<file path="src/rtl/vid_pkg.sv">
// Shared types and constants for the AXI4-Stream video test-pattern source.
// Pixel format is 24-bit {R,G,B}.
package vid_pkg;

    localparam int PIX_W = 24;

    typedef enum logic [1:0] {
        BARS    = 2'd0,
        RAMP    = 2'd1,
        CHECKER = 2'd2,
        SOLID   = 2'd3
    } pattern_e;

    typedef enum logic [1:0] {
        ST_IDLE   = 2'd0,
        ST_ACTIVE = 2'd1,
        ST_GAP    = 2'd2
    } tpg_state_e;

    localparam logic [PIX_W-1:0] C_WHITE   = 24'hFFFFFF;
    localparam logic [PIX_W-1:0] C_YELLOW  = 24'hFFFF00;
    localparam logic [PIX_W-1:0] C_CYAN    = 24'h00FFFF;
    localparam logic [PIX_W-1:0] C_GREEN   = 24'h00FF00;
    localparam logic [PIX_W-1:0] C_MAGENTA = 24'hFF00FF;
    localparam logic [PIX_W-1:0] C_RED     = 24'hFF0000;
    localparam logic [PIX_W-1:0] C_BLUE    = 24'h0000FF;
    localparam logic [PIX_W-1:0] C_BLACK   = 24'h000000;

    function automatic logic [PIX_W-1:0] bar_color(input logic [2:0] idx);
        logic [PIX_W-1:0] c;
        unique case (idx)
            3'd0: c = C_WHITE;
            3'd1: c = C_YELLOW;
            3'd2: c = C_CYAN;
            3'd3: c = C_GREEN;
            3'd4: c = C_MAGENTA;
            3'd5: c = C_RED;
            3'd6: c = C_BLUE;
            default: c = C_BLACK;
        endcase
        return c;
    endfunction

endpackage

</file>
<file path="src/rtl/tpg_pixel_gen.sv">
// Combinational pattern generator: (pattern, x, y, bar index, solid colour)
// mapped to one 24-bit RGB pixel.
module tpg_pixel_gen
    import vid_pkg::*;
(
    input  pattern_e         pattern_i,
    input  logic [15:0]      x_i,
    input  logic [15:0]      y_i,
    input  logic [2:0]       bar_i,
    input  logic [PIX_W-1:0] solid_i,
    output logic [PIX_W-1:0] rgb_o
);

    always_comb begin
        rgb_o = '0;
        unique case (pattern_i)
            BARS:    rgb_o = bar_color(bar_i);
            RAMP:    rgb_o = {3{x_i[7:0]}};
            CHECKER: rgb_o = (x_i[5] ^ y_i[5]) ? C_BLACK : C_WHITE;
            SOLID:   rgb_o = solid_i;
            default: rgb_o = '0;
        endcase
    end

endmodule

</file>
<file path="src/rtl/axis_video_tpg.sv">
// AXI4-Stream raster test-pattern source with frame gap and backpressure.
// Configuration is latched only at frame start; all outputs are registered.
module axis_video_tpg
    import vid_pkg::*;
#(
    parameter int H_ACTIVE  = 640,
    parameter int V_ACTIVE  = 480,
    parameter int FRAME_GAP = 16
) (
    input  logic             aclk,
    input  logic             areset,
    input  logic             enable,
    input  logic [1:0]       pattern_sel,
    input  logic [PIX_W-1:0] solid_rgb,
    output logic [PIX_W-1:0] m_axis_tdata,
    output logic             m_axis_tvalid,
    input  logic             m_axis_tready,
    output logic             m_axis_tuser,
    output logic             m_axis_tlast,
    output logic             busy,
    output logic             frame_done
);

    localparam int XW       = $clog2(H_ACTIVE);
    localparam int YW       = $clog2(V_ACTIVE);
    localparam int BAR_W    = H_ACTIVE / 8;
    localparam int BW       = (BAR_W > 1) ? $clog2(BAR_W) : 1;
    localparam int GW       = $clog2(FRAME_GAP + 1) + 1;
    localparam int GAP_LAST = (FRAME_GAP > 0) ? FRAME_GAP - 1 : 0;

    localparam logic [XW-1:0] X_LAST   = XW'(H_ACTIVE - 1);
    localparam logic [YW-1:0] Y_LAST   = YW'(V_ACTIVE - 1);
    localparam logic [BW-1:0] BAR_LAST = BW'(BAR_W - 1);
    localparam logic [GW-1:0] G_LAST   = GW'(GAP_LAST);

    tpg_state_e       state_q, state_d;
    logic [XW-1:0]    x_q, x_d;
    logic [YW-1:0]    y_q, y_d;
    logic [2:0]       bar_q, bar_d;
    logic [BW-1:0]    bcnt_q, bcnt_d;
    logic [GW-1:0]    gap_q, gap_d;
    pattern_e         pat_q, pat_d;
    logic [PIX_W-1:0] solid_q, solid_d;
    logic [PIX_W-1:0] tdata_q, tdata_d;
    logic             tvalid_q, tvalid_d;
    logic             tuser_q, tuser_d;
    logic             tlast_q, tlast_d;
    logic             busy_q, busy_d;
    logic             fdone_q, fdone_d;
    logic             load;
    logic             start;
    logic [PIX_W-1:0] pix;

    wire hs = tvalid_q & m_axis_tready;

    // Counter and FSM next-state; "load" marks a new pixel to present.
    always_comb begin
        state_d  = state_q;
        x_d      = x_q;
        y_d      = y_q;
        bar_d    = bar_q;
        bcnt_d   = bcnt_q;
        gap_d    = gap_q;
        pat_d    = pat_q;
        solid_d  = solid_q;
        tvalid_d = tvalid_q;
        fdone_d  = 1'b0;
        load     = 1'b0;
        start    = 1'b0;
        unique case (state_q)
            ST_IDLE: begin
                if (enable) start = 1'b1;
            end
            ST_ACTIVE: begin
                if (hs) begin
                    if (x_q == X_LAST) begin
                        x_d    = '0;
                        bar_d  = '0;
                        bcnt_d = '0;
                        if (y_q == Y_LAST) begin
                            fdone_d = 1'b1;
                            tvalid_d = 1'b0;
                            if (FRAME_GAP == 0) begin
                                if (enable) start = 1'b1;
                                else state_d = ST_IDLE;
                            end else begin
                                state_d = ST_GAP;
                                gap_d   = '0;
                            end
                        end else begin
                            y_d  = y_q + 1'b1;
                            load = 1'b1;
                        end
                    end else begin
                        x_d  = x_q + 1'b1;
                        load = 1'b1;
                        if (bcnt_q == BAR_LAST) begin
                            bcnt_d = '0;
                            bar_d  = bar_q + 1'b1;
                        end else begin
                            bcnt_d = bcnt_q + 1'b1;
                        end
                    end
                end
            end
            ST_GAP: begin
                if (gap_q == G_LAST) begin
                    if (enable) start = 1'b1;
                    else state_d = ST_IDLE;
                end else begin
                    gap_d = gap_q + 1'b1;
                end
            end
            default: state_d = ST_IDLE;
        endcase
        if (start) begin
            pat_d    = pattern_e'(pattern_sel);
            solid_d  = solid_rgb;
            x_d      = '0;
            y_d      = '0;
            bar_d    = '0;
            bcnt_d   = '0;
            state_d  = ST_ACTIVE;
            tvalid_d = 1'b1;
            load     = 1'b1;
        end
    end

    tpg_pixel_gen u_pix (
        .pattern_i (pat_d),
        .x_i       (16'(x_d)),
        .y_i       (16'(y_d)),
        .bar_i     (bar_d),
        .solid_i   (solid_d),
        .rgb_o     (pix)
    );

    always_comb begin
        tdata_d = tdata_q;
        tuser_d = tuser_q;
        tlast_d = tlast_q;
        busy_d  = (state_d != ST_IDLE);
        if (load) begin
            tdata_d = pix;
            tuser_d = (x_d == '0) && (y_d == '0);
            tlast_d = (x_d == X_LAST);
        end else if (!tvalid_d) begin
            tuser_d = 1'b0;
            tlast_d = 1'b0;
        end
    end

    always_ff @(posedge aclk) begin
        if (areset) begin
            state_q  <= ST_IDLE;
            x_q      <= '0;
            y_q      <= '0;
            bar_q    <= '0;
            bcnt_q   <= '0;
            gap_q    <= '0;
            pat_q    <= BARS;
            solid_q  <= '0;
            tdata_q  <= '0;
            tvalid_q <= 1'b0;
            tuser_q  <= 1'b0;
            tlast_q  <= 1'b0;
            busy_q   <= 1'b0;
            fdone_q  <= 1'b0;
        end else begin
            state_q  <= state_d;
            x_q      <= x_d;
            y_q      <= y_d;
            bar_q    <= bar_d;
            bcnt_q   <= bcnt_d;
            gap_q    <= gap_d;
            pat_q    <= pat_d;
            solid_q  <= solid_d;
            tdata_q  <= tdata_d;
            tvalid_q <= tvalid_d;
            tuser_q  <= tuser_d;
            tlast_q  <= tlast_d;
            busy_q   <= busy_d;
            fdone_q  <= fdone_d;
        end
    end

    assign m_axis_tdata  = tdata_q;
    assign m_axis_tvalid = tvalid_q;
    assign m_axis_tuser  = tuser_q;
    assign m_axis_tlast  = tlast_q;
    assign busy          = busy_q;
    assign frame_done    = fdone_q;

endmodule

</file>
<file path="config.mk">
export PLATFORM = sky130hd
export DESIGN_NAME = axis_video_tpg
export DESIGN_NICKNAME = d
export VERILOG_FILES = /design/src/rtl/vid_pkg.sv /design/src/rtl/tpg_pixel_gen.sv /design/src/rtl/axis_video_tpg.sv
export SDC_FILE = /design/constraint.sdc
export NUM_CORES = 1
export LEC_CHECK = 0
export CAP_MARGIN = 20
export CORE_ASPECT_RATIO = 0.75
export CORE_UTILIZATION = 28
export CTS_BUF_LIST = sky130_fd_sc_hd__clkbuf_2 sky130_fd_sc_hd__clkbuf_4 sky130_fd_sc_hd__clkbuf_8
export CTS_CLUSTER_DIAMETER = 40
export DETAILED_ROUTE_END_ITERATION = 10
export SKIP_CTS_REPAIR_TIMING = 1
export SYNTH_ARGS = -nofsm -noshare
export SYNTH_HDL_FRONTEND = slang
export SYNTH_HIERARCHICAL = 1
export SYNTH_SLANG_ARGS = --single-unit
export TNS_END_PERCENT = 50
</file>
<file path="constraint.sdc">
create_clock -name aclk -period 3.9 [get_ports aclk]
set_input_delay 0.39 -clock aclk [delete_from_list [all_inputs] [get_ports aclk]]
set_output_delay 0.39 -clock aclk [all_outputs]
set_load 0.01 [all_outputs]
</file>
==> flow_summary.json, run 1 <==
{
  "status": "finished clean",
  "grt.busiest_layer": "met1",
  "use_met3": 0.0370,
  "start_util": 0.289,
  "setup_ws_ns": 0.939,
  "routed_via_density": 5.08,
  "globalRouteTotalUtil": 0.158,
  "critPathCaptureType": "flip-flop",
  "p_per_area_nw_per_um2": 391,
  "cap_violations": 0,
  "n_antenna_cell": 0,
  "skew_ns": 0.0102,
  "crit_path_start": "gap_q[4]$_SDFFE_PP0P_",
  "stdcell_area_um2": 5450,
  "fp.dieArea_um2": 16400,
  "clk_pin_slew_ns": 0.09,
  "grt_pass1_vias": 3952,
  "intPower_uw": 1550,
  "coreArea_um2": 15400,
  "cts_sinks": 92,
  "place_area_um2": 5210,
  "io_pins": 59,
  "regArea_um2": 1840,
  "vdd_drop_max_mv": 0.191,
  "cts_tree": "yes",
  "start_kind": "flip-flop",
  "p_sw_uw": 585,
  "num_vias": 4157,
  "post_drt_wl_per_cell_um": 15.2,
  "layout-drive-gt1-share": 0.0798,
  "slew_violations": 0,
  "synthesis.area_um2": 4440,
  "htreeDepth": 3,
  "tightestPinTransition_ns": 1.02,
  "gp_congestion": 0.859,
  "cts_made_buffers": 9,
  "wl_mm": 12.5,
  "clockBufferDepth": 2,
  "drc": 0,
  "core.rowCount": 39,
  "pwr-share-seq": 0.474,
  "first_pass_iters": 5,
  "fin_crit_ns": 2.96,
  "pre_cts_slack_ns": 0.591,
  "clkLatencyLatePin_ns": 0.37,
  "p_clk_frac": 0.351,
  "syn_avg_cell_area_um2": 7.89,
  "p_comb_frac": 0.174,
  "die_y_um": 111,
  "fmax_ghz": 0.338,
  "final.fill_count": 1643,
  "hpwl_mm": 9.13,
  "cp_max_fo": 29,
  "antenna_found_initial": 0,
  "rsz0062_at_grt": "no",
  "initialDrtViolationCount": 439,
  "setup_tns_ns": 0,
  "power.leakage_uw": 0.00206,
  "hp-start": "m_axis_tdata[9]$_SDFFE_PP0P_",
  "syn-num-nets": 598,
  "antenna_left": 0,
  "die_w_um": 147,
  "io_buffers": 58,
  "netlist_instances": 563,
  "syn2layout_area_growth_pct": 22.6,
  "grt.overflow.total": 0,
  "min_period_over_period": 0.759,
  "post-route-util": 0.354,
  "multi_input_area_um2": 2420,
  "grt_max_degree": 55,
  "gr-usage-met1": 0.242,
  "cp.arrival_ns": 3.27,
  "yosysWarnings": 6,
  "slew_headroom": 0.321,
  "r2r_start": "gap_q[4]$_SDFFE_PP0P_",
  "cts_root_buf": "clkbuf_8",
  "p_sw_frac": 0.274,
  "grt.met2_usage": 0.221,
  "fin_nets": 644,
  "grt_first_pass_wirelength_mm": 20.4,
  "finalSetupViolCount": 0,
  "hold_viol": 0,
  "critPathKind": "reg2reg",
  "hp-class": "reg2reg",
  "critPathRequiredTime_ns": 4.21
}
-- cell usage in the layout (no fill, tap or decap), types with 2 or more instances in the layout --
| master | instances |
|---|---|
| nor3b_1 | 2 |
| o31ai_1 | 3 |
| buf_4 | 15 |
| xor2_2 | 2 |
| a32oi_1 | 3 |
| a21oi_1 | 61 |
| nand2_1 | 148 |
| nand2b_1 | 3 |
| nand4b_1 | 3 |
| a311o_1 | 21 |
| nor2b_1 | 5 |
| clkbuf_8 | 11 |
| or4_1 | 2 |
| a22oi_1 | 2 |
| o21ai_0 | 2 |
| a31oi_1 | 4 |
| xor2_1 | 16 |
| xnor2_1 | 10 |
| inv_1 | 3 |
| nor3_1 | 26 |
| mux2i_1 | 3 |
| ha_1 | 5 |
| clkinvlp_4 | 2 |
| or2_2 | 3 |
| nand3b_1 | 7 |
| or3_1 | 2 |
| nor4_1 | 2 |
| dfxtp_1 | 92 |
| bufinv_16 | 2 |
| nand3_1 | 9 |
| o21ai_1 | 7 |
| nand4_1 | 9 |
| nor2_1 | 44 |
| clkdlybuf4s50_1 | 57 |
| and3_1 | 6 |
-- per-stage QoR --
stage          cells  power, uW  hold slack (ns)
6_report         819       2130            0.457
3_3_place_gp     803       1400            0.443
5_1_grt          819       2240            0.480
2_1_floorplan    563       1230            0.444
3_5_place_dp     803       1400            0.443
4_1_cts          819       2150            0.463
-- sequential cells by signal (all words and copies together) (netlist names), 2 cells and up --
| signal | cells |
|---|---|
| bar_q | 3 |
| bcnt_q | 7 |
| gap_q | 6 |
| m_axis_tdata | 24 |
| pat_q | 2 |
| solid_q | 24 |
| state_q | 2 |
| x_q | 10 |
| y_q | 9 |
-- path summary, 6_finish.rpt --
kind / end / slack, ns / cells past startpoint
worst max-delay path: m_axis_tdata[12]$_SDFFE_PP0P_ / 0.94 / 9
worst min-delay path: m_axis_tdata[9]$_SDFFE_PP0P_ / 0.46 / 2
worst max register to register: m_axis_tdata[12]$_SDFFE_PP0P_ / 0.94 / 9
worst min register to register: m_axis_tdata[9]$_SDFFE_PP0P_ / 0.46 / 2
-- layer usage --
layer / routed length [um] / part of all wire
met3: 762 / 0.061
met1: 6490 / 0.52
met5: 0 / 0
met4: 99 / 0.0079
met2: 5100 / 0.41
-- critical path, stage by stage, from the launching register on --
cell and delay [ns]:
dfxtp_1 0.38, and4bb_2 0.27, a31oi_2 0.37, nand2_1 0.12
nand2_1 0.61, nand2b_1 0.34, o21ai_1 0.35, a311o_1 0.19
nand2_1 0.09, a21oi_1 0.17
-- layout make-up --
cell class	count	area share
Clock buffer	11	0.0278
Timing Repair Buffer	73	0.126
Clock inverter	5	0.0154
Sequential cell	92	0.338
Multi-Input combinational cell	430	0.443
Tap cell	205	0.0471
Inverter	3	0.00207
-- power groups by stage --
stage	clock (uW)	sequential [uW]	combinational, uW
2_1_floorplan	0	1040	193
3_3_place_gp	0	1030	365
3_5_place_dp	0	1030	368
4_1_cts	767	1010	369
5_1_grt	812	1020	408
6_report	749	1010	371
Power figures use the tool's default switching activity.
==> inputs of run 2 (changes only) <==
clock period = 2.5 ns   (was 3.9 ns; I/O delays follow)
==> flow_summary.json, run 2 (synthesized netlist as in run 1, its figures left out) <==
{
  "core.rowCount": 39,
  "htreeDepth": 3,
  "cp_slowest_cell": "xor2_4",
  "antenna_found_initial": 0,
  "cts_made_buffers": 9,
  "hold_viol": 0,
  "cp_cell_sequence": "and4b_4 > and3_4 > nand2_4 > xor2_2 > nor2_2 > buf_6 > xor2_4 > o21ai_4 > a311o_1 > nand2_2 > a21oi_1",
  "slew_headroom": 0.605,
  "wl_mm": 13.1,
  "syn2layout_area_growth_pct": 38.7,
  "pwr-share-seq": 0.478,
  "post_drt_wl_per_cell_um": 14.9,
  "clkLatencyLatePin_ns": 0.38,
  "cp_max_fo": 8,
  "p_per_area_nw_per_um2": 534,
  "intPower_uw": 2320,
  "violations": "negative setup slack",
  "hpwl_mm": 9.49,
  "drc": 0,
  "fin_nets": 707,
  "p_sw_uw": 974,
  "power.leakage_uw": 0.00243,
  "clk_pin_slew_ns": 0.10,
  "cpPeakStageDelay_ns": 0.45,
  "fin_crit_ns": 2.52,
  "globalRouteTotalUtil": 0.162,
  "finalSetupViolCount": 4,
  "grt_first_pass_wirelength_mm": 21.2,
  "cap_violations": 0,
  "start_kind": "flip-flop",
  "die_w_um": 147,
  "p_comb_frac": 0.198,
  "critPathRequiredTime_ns": 2.77,
  "path_delay_family": "simple AND/OR/NAND/NOR gates",
  "clockBufferDepth": 2,
  "p_sw_frac": 0.296,
  "final.fill_count": 1552,
  "fp.dieArea_um2": 16400,
  "cts_tree": "yes",
  "initialDrtViolationCount": 409,
  "vdd_drop_max_mv": 0.280,
  "grt.overflow.total": 0,
  "hp-class": "in2reg",
  "tightestPinTransition_ns": 0.585,
  "num_vias": 4447,
  "min_period_over_period": 1.01,
  "status": "finished, violations left",
  "critPathKind": "reg2reg",
  "start_util": 0.289,
  "cts_root_buf": "clkbuf_8",
  "cp.arrival_ns": 2.79,
  "p_clk_frac": 0.324,
  "antenna_left": 0,
  "final_cell_mix": "143 x nand2_1, 90 x dfxtp_1, 75 x buf_4",
  "routed_via_density": 5.04,
  "grt_max_degree": 32,
  "fmax_ghz": 0.397,
  "post-route-util": 0.401,
  "io_pins": 59,
  "die_y_um": 111,
  "rsz0062_at_grt": "yes",
  "final_common_cell": "nand2_1",
  "place_area_um2": 5700,
  "layout-drive-gt1-share": 0.216,
  "critical_path_buf_inv_count": 1,
  "gp_congestion": 0.904,
  "critPathCaptureType": "flip-flop",
  "setup_ws_ns": -0.0168,
  "skew_ns": 0.0128,
  "n_antenna_cell": 0,
  "slew_violations": 0,
  "io_buffers": 58,
  "coreArea_um2": 15400,
  "stdcell_area_um2": 6160,
  "first_pass_iters": 4,
  "whs_ns": 0.361,
  "cts_sinks": 92,
  "grt_pass1_vias": 4219
}
[run 2: changes by cell type in the layout (fill, tap and decap cells not counted), moves of 3 or more]
| cell | before | now |
|---|---|---|
| inv_6 | 0 | 3 |
| o21ai_1 | 7 | 0 |
| nand2_1 | 148 | 143 |
| a21oi_1 | 61 | 57 |
| nor3_1 | 26 | 20 |
| buf_4 | 15 | 75 |
| nand2_2 | 0 | 4 |
| a21oi_2 | 0 | 4 |
| o21ai_4 | 0 | 7 |
| nor3_2 | 1 | 6 |
[run 2: layout make-up]
type                            instances  area (um^2)  share of cell area
Inverter                                3         11.3             0.00183
Clock buffer                            9          124              0.0201
Sequential cell                        92         1840               0.299
Multi-Input combinational cell        430         2660               0.431
Timing Repair Buffer                  136         1190               0.193
Tap cell                              205          256              0.0416
Clock inverter                          7         82.6              0.0134
[run 2: path summary, 6_finish.rpt]
check	start	endpoint	slack [ns]	depth (start not counted)
setup / recovery	state_q[1]$_SDFF_PP0_	m_axis_tdata[20]$_SDFFE_PP0P_	-0.02	11
hold / removal	areset	x_q[7]$_SDFF_PP0_	0.36	2
setup reg to reg	state_q[1]$_SDFF_PP0_	m_axis_tdata[20]$_SDFFE_PP0P_	-0.02	11
hold reg to reg	m_axis_tdata[21]$_SDFFE_PP0P_	m_axis_tdata[21]$_SDFFE_PP0P_	0.47	2
[run 2: power by group through the flow]
| stage | Sequential, uW | Combinational, uW | Clock [uW] |
|---|---|---|---|
| floorplan | 1620 | 304 | 0 |
| global placement | 1600 | 604 | 0 |
| detailed placement | 1610 | 608 | 0 |
| CTS | 1570 | 611 | 1090 |
| global route | 1580 | 707 | 1150 |
| finish | 1570 | 652 | 1070 |
[run 2: routing by layer]
metal / vias up / track usage / part of all wire
li1: 2172 / - / -
met1: 2134 / 0.240 / 0.50
met2: 129 / 0.236 / 0.43
met3: 12 / 0.0383 / 0.057
met4: 0 / 0.0323 / 0.011
met5: - / 0 / 0
[run 2: worst register-to-register path, stage by stage (launching register included)]
cell and delay (ns):
dfxtp_2 0.34, and4b_4 0.34, and3_4 0.21, nand2_4 0.05
xor2_2 0.15, nor2_2 0.15, buf_6 0.14, xor2_4 0.45
o21ai_4 0.13, a311o_1 0.30, nand2_2 0.09, a21oi_1 0.07
[run 2: stage by stage]
stage | TNS [ns] | power (uW) | setup WS (ns) | std cells
global placement | -8.23 | 2210 | -0.393 | 865
floorplan | 0 | 1930 | 0.00483 | 563
CTS | -3.07 | 3280 | -0.210 | 881
finish | -0.0290 | 3290 | -0.0168 | 882
global route | -1.64 | 3440 | -0.0929 | 882
detailed placement | -7.60 | 2210 | -0.373 | 865
==> inputs of run 3 (changes only) <==
PLACE_DENSITY_LB_ADDON = 0.2   (was not set)
RECOVER_POWER = 50   (was not set)
==> flow_summary.json, run 3 (synthesized netlist as in run 1, its figures left out) <==
{
  "status": "finished clean",
  "first_pass_iters": 5,
  "hp-class": "in2reg",
  "whs_ns": 0.364,
  "use_met3": 0.0420,
  "htreeDepth": 3,
  "hpwl_mm": 10.1,
  "final_cell_mix": "146 x nand2_1, 87 x dfxtp_1, 67 x buf_4",
  "io_buffers": 58,
  "drc": 0,
  "fp.dieArea_um2": 16400,
  "antenna_found_initial": 0,
  "wl_mm": 13.6,
  "cp.arrival_ns": 2.75,
  "grt_max_degree": 31,
  "syn2layout_area_growth_pct": 36.6,
  "initialDrtViolationCount": 331,
  "die_w_um": 147,
  "cp_max_fo": 8,
  "cp_cell_sequence": "and4b_4 > buf_4 > nand4_4 > nor2_2 > o2bb2ai_4 > xor2_4 > o21ai_2 > a311o_1 > nand2_1 > a21oi_1",
  "clockBufferDepth": 2,
  "grt.met2_usage": 0.214,
  "slew_violations": 0,
  "fmax_ghz": 0.401,
  "antenna_left": 0,
  "gr-usage-met1": 0.265,
  "clk_pin_slew_ns": 0.10,
  "vdd_drop_max_mv": 0.240,
  "n_antenna_cell": 0,
  "grt_first_pass_wirelength_mm": 21.2,
  "tightestPinTransition_ns": 0.570,
  "min_period_over_period": 0.998,
  "finalSetupViolCount": 0,
  "cp_slowest_cell": "xor2_4",
  "cts_sinks": 92,
  "routed_via_density": 4.93,
  "post_drt_wl_per_cell_um": 15.5,
  "power.leakage_uw": 0.00237,
  "clkLatencyLatePin_ns": 0.37,
  "num_vias": 4322,
  "rsz0062_at_grt": "yes",
  "hold_viol": 0,
  "multi_input_area_um2": 2610,
  "regArea_um2": 1850,
  "cts_made_buffers": 9,
  "cts_root_buf": "clkbuf_8",
  "final.fill_count": 1605,
  "die_y_um": 111,
  "grt.overflow.total": 0,
  "critPathRequiredTime_ns": 2.75,
  "grt.busiest_layer": "met1",
  "skew_ns": 0.0116,
  "p_per_area_nw_per_um2": 522,
  "core.rowCount": 39,
  "layout-drive-gt1-share": 0.205,
  "post-route-util": 0.395,
  "start_kind": "flip-flop",
  "gp_congestion": 0.823,
  "cpPeakStageDelay_ns": 0.37,
  "fin_crit_ns": 2.50,
  "grt_pass1_vias": 4047,
  "critPathCaptureType": "flip-flop",
  "io_pins": 59,
  "cts_tree": "yes",
  "fin_nets": 702,
  "slew_headroom": 0.620,
  "globalRouteTotalUtil": 0.166,
  "cap_violations": 0,
  "critPathKind": "reg2reg",
  "start_util": 0.289,
  "coreArea_um2": 15400,
  "final_common_cell": "nand2_1"
}
[run 3: cell count changes in the layout (fill, tap and decap cells not counted), moves of 4 or more]
| cell | previous run | this run |
|---|---|---|
| nor3_2 | 6 | 2 |
| nor3_1 | 20 | 24 |
| o21ai_2 | 0 | 4 |
| o21ai_4 | 7 | 2 |
| a21oi_2 | 4 | 0 |
| buf_4 | 75 | 67 |
[run 3: final cells by class]
type | count | area share
Sequential cell | 92 | 0.305
Tap cell | 205 | 0.0423
Clock inverter | 7 | 0.00948
Clock buffer | 9 | 0.0204
Multi-Input combinational cell | 430 | 0.429
Inverter | 3 | 0.00186
Timing Repair Buffer | 131 | 0.192
[run 3: metrics by stage]
stage | total power (uW) | instances | setup WS (ns) | setup TNS, ns | cell area (um^2)
6_report | 3170 | 877 | 0.00457 | 0 | 6070
5_1_grt | 3330 | 877 | -0.0774 | -0.540 | 6070
4_1_cts | 3190 | 873 | -0.177 | -2.17 | 5830
3_5_place_dp | 2220 | 857 | -0.450 | -8.86 | 5640
3_3_place_gp | 2220 | 857 | -0.432 | -8.10 | 5640
2_1_floorplan | 1930 | 563 | 0.00483 | 0 | 4450
[run 3: metal layers]
layer | wire length (um) | vias up
li1 | - | 2161
met1 | 7290 | 2023
met2 | 5160 | 128
met3 | 1010 | 10
met4 | 87 | 0
met5 | 0 | -
[run 3: final timing paths]
| check | from | end | slack (ns) | cells after the start |
|---|---|---|---|---|
| worst max-delay path | state_q[1]$_SDFF_PP0_ | m_axis_tdata[19]$_SDFFE_PP0P_ | 0.005 | 10 |
| worst min-delay path | areset | gap_q[0]$_SDFFE_PP0P_ | 0.36 | 2 |
| worst max register to register | state_q[1]$_SDFF_PP0_ | m_axis_tdata[19]$_SDFFE_PP0P_ | 0.005 | 10 |
| worst min register to register | m_axis_tdata[16]$_SDFFE_PP0P_ | m_axis_tdata[16]$_SDFFE_PP0P_ | 0.46 | 2 |
[run 3: where the power goes]
group / switching, uW / internal (uW)
sequential: 33.8 / 1540
clock: 583 / 376
combinational: 352 / 290
[run 3: critical path, delay by kind of cell, from the launching register on]
kind / cells / cell delay, ns
compound gates: 4 / 0.76
flops: 1 / 0.36
buf+inv: 1 / 0.13
xor+xnor: 1 / 0.37
simple gates: 4 / 0.75
